### src/rtl/axi_outstanding_limiter.sv
// AXI4 outstanding-burst limiter between the cluster interconnect master port
// (s_*) and the NoC (m_*). Payloads pass combinationally. AW/AR are throttled
// by per-direction outstanding counters. W beats are held back until their AW
// has been accepted. Underflowing responses are reported as sticky error flags.
module axi_outstanding_limiter #(
    parameter int MAX_WR_OUTS = 8,
    parameter int MAX_RD_OUTS = 8
) (
    input  logic         clk,
    input  logic         rst,
    // upstream AW
    input  logic [3:0]   s_awid,
    input  logic [47:0]  s_awaddr,
    input  logic [7:0]   s_awlen,
    input  logic [2:0]   s_awsize,
    input  logic [1:0]   s_awburst,
    input  logic         s_awlock,
    input  logic [3:0]   s_awcache,
    input  logic [2:0]   s_awprot,
    input  logic [3:0]   s_awqos,
    input  logic         s_awvalid,
    output logic         s_awready,
    // upstream W
    input  logic [255:0] s_wdata,
    input  logic [31:0]  s_wstrb,
    input  logic         s_wlast,
    input  logic         s_wvalid,
    output logic         s_wready,
    // upstream B
    output logic [1:0]   s_bresp,
    output logic [3:0]   s_bid,
    output logic         s_bvalid,
    input  logic         s_bready,
    // upstream AR
    input  logic [3:0]   s_arid,
    input  logic [47:0]  s_araddr,
    input  logic [7:0]   s_arlen,
    input  logic [2:0]   s_arsize,
    input  logic [1:0]   s_arburst,
    input  logic         s_arlock,
    input  logic [3:0]   s_arcache,
    input  logic [2:0]   s_arprot,
    input  logic [3:0]   s_arqos,
    input  logic         s_arvalid,
    output logic         s_arready,
    // upstream R
    output logic [255:0] s_rdata,
    output logic [1:0]   s_rresp,
    output logic [3:0]   s_rid,
    output logic         s_rlast,
    output logic         s_rvalid,
    input  logic         s_rready,
    // NoC AW
    output logic [3:0]   m_awid,
    output logic [47:0]  m_awaddr,
    output logic [7:0]   m_awlen,
    output logic [2:0]   m_awsize,
    output logic [1:0]   m_awburst,
    output logic         m_awlock,
    output logic [3:0]   m_awcache,
    output logic [2:0]   m_awprot,
    output logic [3:0]   m_awqos,
    output logic         m_awvalid,
    input  logic         m_awready,
    // NoC W
    output logic [255:0] m_wdata,
    output logic [31:0]  m_wstrb,
    output logic         m_wlast,
    output logic         m_wvalid,
    input  logic         m_wready,
    // NoC B
    input  logic [1:0]   m_bresp,
    input  logic [3:0]   m_bid,
    input  logic         m_bvalid,
    output logic         m_bready,
    // NoC AR
    output logic [3:0]   m_arid,
    output logic [47:0]  m_araddr,
    output logic [7:0]   m_arlen,
    output logic [2:0]   m_arsize,
    output logic [1:0]   m_arburst,
    output logic         m_arlock,
    output logic [3:0]   m_arcache,
    output logic [2:0]   m_arprot,
    output logic [3:0]   m_arqos,
    output logic         m_arvalid,
    input  logic         m_arready,
    // NoC R
    input  logic [255:0] m_rdata,
    input  logic [1:0]   m_rresp,
    input  logic [3:0]   m_rid,
    input  logic         m_rlast,
    input  logic         m_rvalid,
    output logic         m_rready,
    // status
    output logic [3:0]   wr_outstanding,
    output logic [3:0]   rd_outstanding,
    output logic [1:0]   err_underflow,
    input  logic         err_clr
);

    localparam logic [3:0] WR_MAX = 4'(MAX_WR_OUTS);
    localparam logic [3:0] RD_MAX = 4'(MAX_RD_OUTS);

    logic [3:0] wr_cnt, rd_cnt, w_credit;
    logic [3:0] wr_cnt_next, rd_cnt_next, w_credit_next, w_credit_raw;
    logic [1:0] err_set;
    logic       wr_full, rd_full, w_open;
    logic       aw_hs, b_hs, wl_hs, ar_hs, rl_hs;

    // payload pass-through, zero latency
    assign m_awid    = s_awid;
    assign m_awaddr  = s_awaddr;
    assign m_awlen   = s_awlen;
    assign m_awsize  = s_awsize;
    assign m_awburst = s_awburst;
    assign m_awlock  = s_awlock;
    assign m_awcache = s_awcache;
    assign m_awprot  = s_awprot;
    assign m_awqos   = s_awqos;
    assign m_wdata   = s_wdata;
    assign m_wstrb   = s_wstrb;
    assign m_wlast   = s_wlast;
    assign s_bresp   = m_bresp;
    assign s_bid     = m_bid;
    assign m_arid    = s_arid;
    assign m_araddr  = s_araddr;
    assign m_arlen   = s_arlen;
    assign m_arsize  = s_arsize;
    assign m_arburst = s_arburst;
    assign m_arlock  = s_arlock;
    assign m_arcache = s_arcache;
    assign m_arprot  = s_arprot;
    assign m_arqos   = s_arqos;
    assign s_rdata   = m_rdata;
    assign s_rresp   = m_rresp;
    assign s_rid     = m_rid;
    assign s_rlast   = m_rlast;

    // full only rises on our own address handshake, so a held valid is never retracted
    assign wr_full   = (wr_cnt == WR_MAX);
    assign rd_full   = (rd_cnt == RD_MAX);
    assign w_open    = (w_credit != 4'd0);

    assign m_awvalid = s_awvalid & ~wr_full;
    assign s_awready = m_awready & ~wr_full;
    assign m_wvalid  = s_wvalid & w_open;
    assign s_wready  = m_wready & w_open;
    assign s_bvalid  = m_bvalid;
    assign m_bready  = s_bready;
    assign m_arvalid = s_arvalid & ~rd_full;
    assign s_arready = m_arready & ~rd_full;
    assign s_rvalid  = m_rvalid;
    assign m_rready  = s_rready;

    assign aw_hs = m_awvalid & m_awready;
    assign b_hs  = m_bvalid & s_bready;
    assign wl_hs = m_wvalid & m_wready & s_wlast;
    assign ar_hs = m_arvalid & m_arready;
    assign rl_hs = m_rvalid & s_rready & m_rlast;

    assign err_set = {rl_hs & (rd_cnt == 4'd0), b_hs & (wr_cnt == 4'd0)};

    assign wr_outstanding = wr_cnt;
    assign rd_outstanding = rd_cnt;

    // next-state of counters; decrements saturate at zero, credit never exceeds wr_cnt
    always_comb begin
        wr_cnt_next = wr_cnt;
        if (aw_hs && !b_hs)
            wr_cnt_next = wr_cnt + 4'd1;
        else if (b_hs && !aw_hs && wr_cnt != 4'd0)
            wr_cnt_next = wr_cnt - 4'd1;

        rd_cnt_next = rd_cnt;
        if (ar_hs && !rl_hs)
            rd_cnt_next = rd_cnt + 4'd1;
        else if (rl_hs && !ar_hs && rd_cnt != 4'd0)
            rd_cnt_next = rd_cnt - 4'd1;

        w_credit_raw = w_credit;
        if (aw_hs && !wl_hs)
            w_credit_raw = w_credit + 4'd1;
        else if (wl_hs && !aw_hs && w_credit != 4'd0)
            w_credit_raw = w_credit - 4'd1;
        w_credit_next = (w_credit_raw > wr_cnt_next) ? wr_cnt_next : w_credit_raw;
    end

    // state registers; a same-cycle error set overrides the clear
    always_ff @(posedge clk or posedge rst) begin
        if (rst) begin
            wr_cnt        <= 4'd0;
            rd_cnt        <= 4'd0;
            w_credit      <= 4'd0;
            err_underflow <= 2'b00;
        end else begin
            wr_cnt        <= wr_cnt_next;
            rd_cnt        <= rd_cnt_next;
            w_credit      <= w_credit_next;
            err_underflow <= (err_underflow & {2{~err_clr}}) | err_set;
        end
    end

endmodule

### config.mk
export PLATFORM = sky130hd
export DESIGN_NAME = axi_outstanding_limiter
export DESIGN_NICKNAME = d
export VERILOG_FILES = /design/src/rtl/axi_outstanding_limiter.sv
export SDC_FILE = /design/constraint.sdc
export NUM_CORES = 1
export LEC_CHECK = 0
export BUFFER_PORTS_ARGS = -buffer_cell sky130_fd_sc_hd__buf_2
export CAP_MARGIN = 10
export CORE_AREA = 2 2 570 572
export CTS_CLUSTER_DIAMETER = 80
export DETAILED_ROUTE_END_ITERATION = 6
export DIE_AREA = 0 0 572 574
export SLEW_MARGIN = 30
export SYNTH_ARGS = -nofsm -noshare
export SYNTH_HDL_FRONTEND = slang
export SYNTH_SLANG_ARGS = --single-unit
export TNS_END_PERCENT = 50
### constraint.sdc
create_clock -name clk -period 6.85 [get_ports clk]
set_input_delay 0.685 -clock clk [delete_from_list [all_inputs] [get_ports clk]]
set_output_delay 0.685 -clock clk [all_outputs]
set_load 0.01 [all_outputs]
==> results of run 1 <==
kinds of logic (layout without fill, tap and decap cells):
family | Yosys count | count (layout) | synth area share (%)
xor+xnor | 7 | 7 | 0.933
compound gates | 31 | 31 | 3.47
other cells | 0 | 6 | 0
flops | 14 | 14 | 5.33
mux | 5 | 5 | 0.800
fa+ha+maj | 11 | 11 | 2.21
simple gates | 52 | 52 | 4.63
buf+inv | 730 | 54 | 82.6
final cells by class:
cell class / count / area [sq um]
sequential: 14 / 350
inverter: 14 / 52.6
fill: 38700 / 316000
tap: 4325 / 5410
clock buffer: 4 / 88.8
multi-input combinational: 106 / 791
antenna: 6 / 15.0
timing repair buffer: 36 / 180
where the power goes:
group	internal, uW	switching [uW]
Sequential	123	55.5
Clock	90.1	69.0
Combinational	198	302
Total	411	427
per-layer routing:
metal	routed length [um]	vias to the layer above	global-route usage, %
met1	6980	783	1.07
li1	-	580	-
met3	142000	222	39.5
met2	107000	1517	22.6
met4	9710	8	4.63
met5	437	-	0.857
sequential cells by signal (all words and copies together) (netlist names):
signal and cells:
rd_outstanding 4, w_credit 4, wr_outstanding 4, err_underflow 2
per-stage QoR:
stage | hold slack (ps) | power (uW) | std cells
final | 402 | 838 | 4505
after global placement | 515 | 707 | 4495
after floorplan | 550 | 913 | 850
after CTS | 414 | 880 | 4499
after global routing | 444 | 924 | 4500
after detailed placement | 513 | 698 | 4495
path summary, 6_finish.rpt:
check | from | to | slack (ps) | cells after the start
worst max-delay path | wr_outstanding[1]$_DFF_PP0_ | w_credit[3]$_DFF_PP0_ | 3550 | 12
worst min-delay path | rst | rd_outstanding[1]$_DFFE_PP0P_ | 400 | 2
worst max register to register | wr_outstanding[1]$_DFF_PP0_ | w_credit[3]$_DFF_PP0_ | 3550 | 12
worst min register to register | err_underflow[1]$_DFF_PP0_ | err_underflow[1]$_DFF_PP0_ | 540 | 2
max in group asynchronous | rst | wr_outstanding[3]$_DFF_PP0_ | 6040 | 2
min in group clk | err_underflow[1]$_DFF_PP0_ | err_underflow[1]$_DFF_PP0_ | 540 | 2
critical path, cell delays in order, from the launching register on:
cell and delay, ps:
dfrtp_1 410, inv_1 120, ha_1 280, or3b_4 430
o211ai_1 130, a21boi_1 230, xnor2_1 190, inv_1 110
ha_1 300, and4_1 180, a21oi_1 490, a211oi_1 140
a211oi_2 220
cell usage in the layout, fill, tap and decap left out, types with 2 or more instances in the layout:
cell type / count
nand3_1: 8
nor2_1: 4
inv_1: 12
and2_2: 2
nand2b_1: 2
o211ai_1: 2
diode_2: 6
mux2i_1: 3
and2_1: 7
a211oi_2: 3
ha_1: 10
o21ai_0: 6
clkbuf_16: 3
and3_1: 4
or3_1: 2
xnor2_1: 5
dfrtp_1: 14
inv_2: 2
xor2_1: 2
nand2_1: 8
mux2_2: 2
buf_2: 36
a21oi_1: 6
nor3_1: 4
==> impl_results.md, run 1 <==
- Outcome: complete, no violations
- Die Y: 574 um
- Drt total wl: 267,000 um
- Post-DP Area: 0.00679 sq mm
- I/O pins: 1,457
- Final Hold Vio Count: 0
- Slew margin rel.: 58.5%
- Setup TNS: 0 ps
- Core area: 0.323 sq mm
- Slew @ Worst Pin: 623 ps
- Dominant cell type by area after synthesis: buf_4
- Max_cap viols: 0
- Initial DRC Count: 197
- Largest cells by area after synthesis: buf_4, dfrtp_1, ha_1
- Crit end category: flip-flop
- Final Max Tran Viols: 0
- Die Area: 0.328 sq mm
- Seq/Total Area, Yosys: 5.33%
- Warnings, synthesis: 0
- Final WS setup: 3550 ps
- Die Span X: 572 um
- VDD IR-drop max: 0.000120 V
- Setup slack at placement: 3560 ps
- Layout cells sized above 1: 32.2%
- Post-synth EDFFs: 0
- Port-buffer cells: 36
- Vias/cell: 0.690
- Clock latency at the later pin of the worst-skew pair: 300 ps
- Setup crit start kind: flip-flop
- Htree depth: 1
- Min-delay worst type: in -> async
- Worst clock skew: 26.2 ps
- Antenna violations before repair: 16
- Post-route cell area: 0.00689 sq mm
- Clock Path Buffers: 2
- Antenna Nets Post-Route: 0
- Avg Synthesized Cell Area: 7.73 sq um
- Mapped cell area: 0.00657 sq mm
- Global route overflow: 0
- CTS tree: yes
- Leakage: 0.000739 uW
- CTS root buf: clkbuf_16
- Fin util: 2.13%
- Gr usage total: 15.7%
- Hold-fix buffers at CTS: 0
- Pre-antenna DRT Iters: 4
- NumNets Final: 911
- Tmin final: 3300 ps
- Top-count cell post-synth: buf_4
- Post-CTS setup buffer count: 0
- Pwr Density: 122 mW/mm^2
- RSZ-0062 raised after global routing: false
- Post-synth cell types: 48
- Clock Sinks: 14
- Async SR Flop Fraction: 100%
- Synthesized flop and latch total: 14
- Synth Flop Type: dfrtp_1
- CP required: 7050 ps
- Initial Utilization: 2.04%
- Num CTS Buffers: 3
- Synthesized Nets: 1,586
- Syn Inst Count: 850
- Detailed Place HPWL: 264,000 um
- DR DRC count: 0
- Resized cells post-CTS: 0
- Post-synth top cells: buf_4, dfrtp_1, inv_1
- Max Fclk: 0.303 GHz
- Share of the synthesized area in the top cell type: 81.8%
- Vias in the first global route: 2,602
- Area grow syn2layout: 4.88%
- Top fanout value on the critical path: 7
- Worst EP arrival: 3500 ps
- GP Congestion: 0.751
- WL per Instance: 59.2 um
- Site Rows: 209
- Final setup fails: 0
- First-pass GRT wire length: 274,000 um
- Largest net degree at the start of global routing: 15
- CTS clk-pin slew, worst paths: 90 ps
- Vias: 3,110
- Crit Path Class: reg -> reg
- Tcrit/Tclk final: 48.2%
No activity file was read; power rests on OpenSTA's default activity.
==> inputs of run 2 (changes only) <==
Settings changed: CORE_AREA 2 2 570 572 to 2 2 567 569, DIE_AREA 0 0 572 574 to 0 0 569 571.
Clock period 6.85 ns to 2.8 ns, I/O delays scaled along.
==> impl_results.md, run 2 (same netlist as run 1, synthesis figures left out) <==
- Pwr Density: 396 mW/mm^2 (+230%)
- WL per Instance: 59.5 um (+0.42%)
- Area grow syn2layout: 8.61%
- Slew @ Worst Pin: 488 ps (-135 ps)
- GP Congestion: 0.768 (+2.3%)
- Hold-fix buffers at CTS: 0 (unchanged)
- Site Rows: 208 (-0.48%)
- Clock Sinks: 14 (unchanged)
- Post-route cell area: 0.00713 sq mm (+3.6%)
- Worst reg2reg startpoint: wr_outstanding[0]$_DFF_PP0_
- Post-DP Area: 0.00681 sq mm (+0.39%)
- VDD IR-drop max: 0.000342 V (+180%)
- Most frequent cells in the layout: buf_2, buf_4, dfrtp_1
- First-pass GRT wire length: 269,000 um (-1.9%)
- Final setup fails: 0 (unchanged)
- Die Area: 0.325 sq mm (-1.0%)
- Leakage: 0.000923 uW (+25%)
- CP required: 3020 ps (-4030 ps)
- Vias/cell: 0.704 (+2.0%)
- Area of the multi-input gates: 960 sq um (+21%)
- WHS: 10.6 ps (-391 ps)
- Antenna Nets Post-Route: 0 (unchanged)
- Outcome: complete, no violations
- Vias: 3,104 (-0.19%)
- DR DRC count: 0 (unchanged)
- Final Hold Vio Count: 0 (unchanged)
- Tcrit/Tclk final: 98.8% (+51 points)
- Drt total wl: 262,000 um (-1.7%)
- Vias in the first global route: 2,700 (+3.8%)
- Global route overflow: 0 (unchanged)
- Clock Path Buffers: 2 (unchanged)
- Port-buffer cells: 36 (unchanged)
- Filler cells: 38,000 (-1.8%)
- Crit Path Class: reg -> reg
- Largest net degree at the start of global routing: 15 (unchanged)
- Die Span X: 569 um (-0.52%)
- Final Max Tran Viols: 0 (unchanged)
- RSZ-0062 raised after global routing: true
- Max_cap viols: 0 (unchanged)
- Final WS setup: 32.3 ps (-3520 ps)
- Top fanout value on the critical path: 6 (-1)
- Setup crit start kind: flip-flop
- Setup slack at placement: -133 ps (-3700 ps)
- Min-delay worst type: in -> async
- Worst clock skew: 23.1 ps (-3.02 ps)
- CTS clk-pin slew, worst paths: 90 ps (about the same)
- Core area: 0.319 sq mm (-1.0%)
- Detailed Place HPWL: 259,000 um (-1.8%)
- CP Launch Point: wr_outstanding[0]$_DFF_PP0_
- Gr usage total: 15.6% (-0.12 points)
- Worst EP arrival: 2980 ps (-520 ps)
- Slew margin rel.: 67.5% (+9.0 points)
- Crit end category: flip-flop
- Layout cells sized above 1: 53.9% (+22 points)
- Commonest non-fill, non-tap cell in the layout: buf_2
- Antenna violations before repair: 13 (-3)
- Clock latency at the later pin of the worst-skew pair: 310 ps (about the same)
- Num CTS Buffers: 3 (unchanged)
- Htree depth: 1 (unchanged)
- NumNets Final: 941 (+3.3%)
- Pre-antenna DRT Iters: 4 (unchanged)
- Max Fclk: 0.361 GHz (+19%)
- CTS root buf: clkbuf_16
- CTS tree: yes
- Initial Utilization: 2.06% (+0.021 points)
- Register area: 350 sq um (unchanged)
- Tmin final: 2770 ps (-534 ps)
- I/O pins: 1,457 (unchanged)
- Initial DRC Count: 169 (-14%)
- Die Y: 571 um (-0.52%)
-- run 2: layer usage --
layer | global-route usage (%) | part of all wire, % | vias up
met4 | 3.48 | 2.5 | 6
li1 | - | - | 632
met2 | 23.0 | 42 | 1480
met3 | 39.1 | 53 | 176
met5 | 0.867 | 0.17 | -
met1 | 1.03 | 2.4 | 810
-- run 2: final cells by class --
| cell class | instances | share of cell area (%) |
|---|---|---|
| antenna | 6 | 0.210 |
| clock buffer | 4 | 1.25 |
| inverter | 14 | 0.737 |
| multi-input combinational | 106 | 13.5 |
| sequential | 14 | 4.91 |
| tap | 4200 | 73.7 |
| timing repair buffer | 66 | 5.79 |
-- run 2: through the flow --
stage | power (uW) | cells | utilization [%] | TNS, ps
after floorplan | 2270 | 850 | - | 0
after global placement | 2000 | 4393 | 2.13 | -273
after detailed placement | 2000 | 4393 | 2.13 | -287
after CTS | 2620 | 4402 | 2.19 | -1.60
after global routing | 3050 | 4405 | 2.23 | -201
final | 2820 | 4410 | 2.23 | 0
-- run 2: worst paths after layout --
path	cells past startpoint	endpoint	slack, ps
min in group clk	3	err_underflow[1]$_DFF_PP0_	410
max in group asynchronous	3	w_credit[3]$_DFF_PP0_	2480
worst max-delay path	13	w_credit[2]$_DFF_PP0_	30
worst min-delay path	3	rd_outstanding[0]$_DFFE_PP0P_	10
worst max register to register	13	w_credit[2]$_DFF_PP0_	30
worst min register to register	2	err_underflow[0]$_DFF_PP0_	550
-- run 2: where the power goes --
group	total (uW)	internal (uW)	leakage (uW)	switching (uW)
clock network	411	221	0.0000442	190
registers	420	301	0.000170	119
logic	1990	989	0.000709	1000
-- run 2: worst max-delay path, stage by stage, from the launching register on --
cell	delay [ps]
dfrtp_1	390
inv_2	80
ha_4	150
or3b_4	390
o211ai_1	130
a21boi_2	250
xnor2_2	150
inv_1	90
ha_2	200
nor2b_4	100
o211ai_1	130
a21oi_4	300
buf_6	150
mux2i_1	170
-- run 2: what timing repair did --
item                       4_1_cts  5_1_grt
pin swaps                        7       14
setup endpoints to repair        4        4
resized for setup               12       19
buffers inserted                 5        2
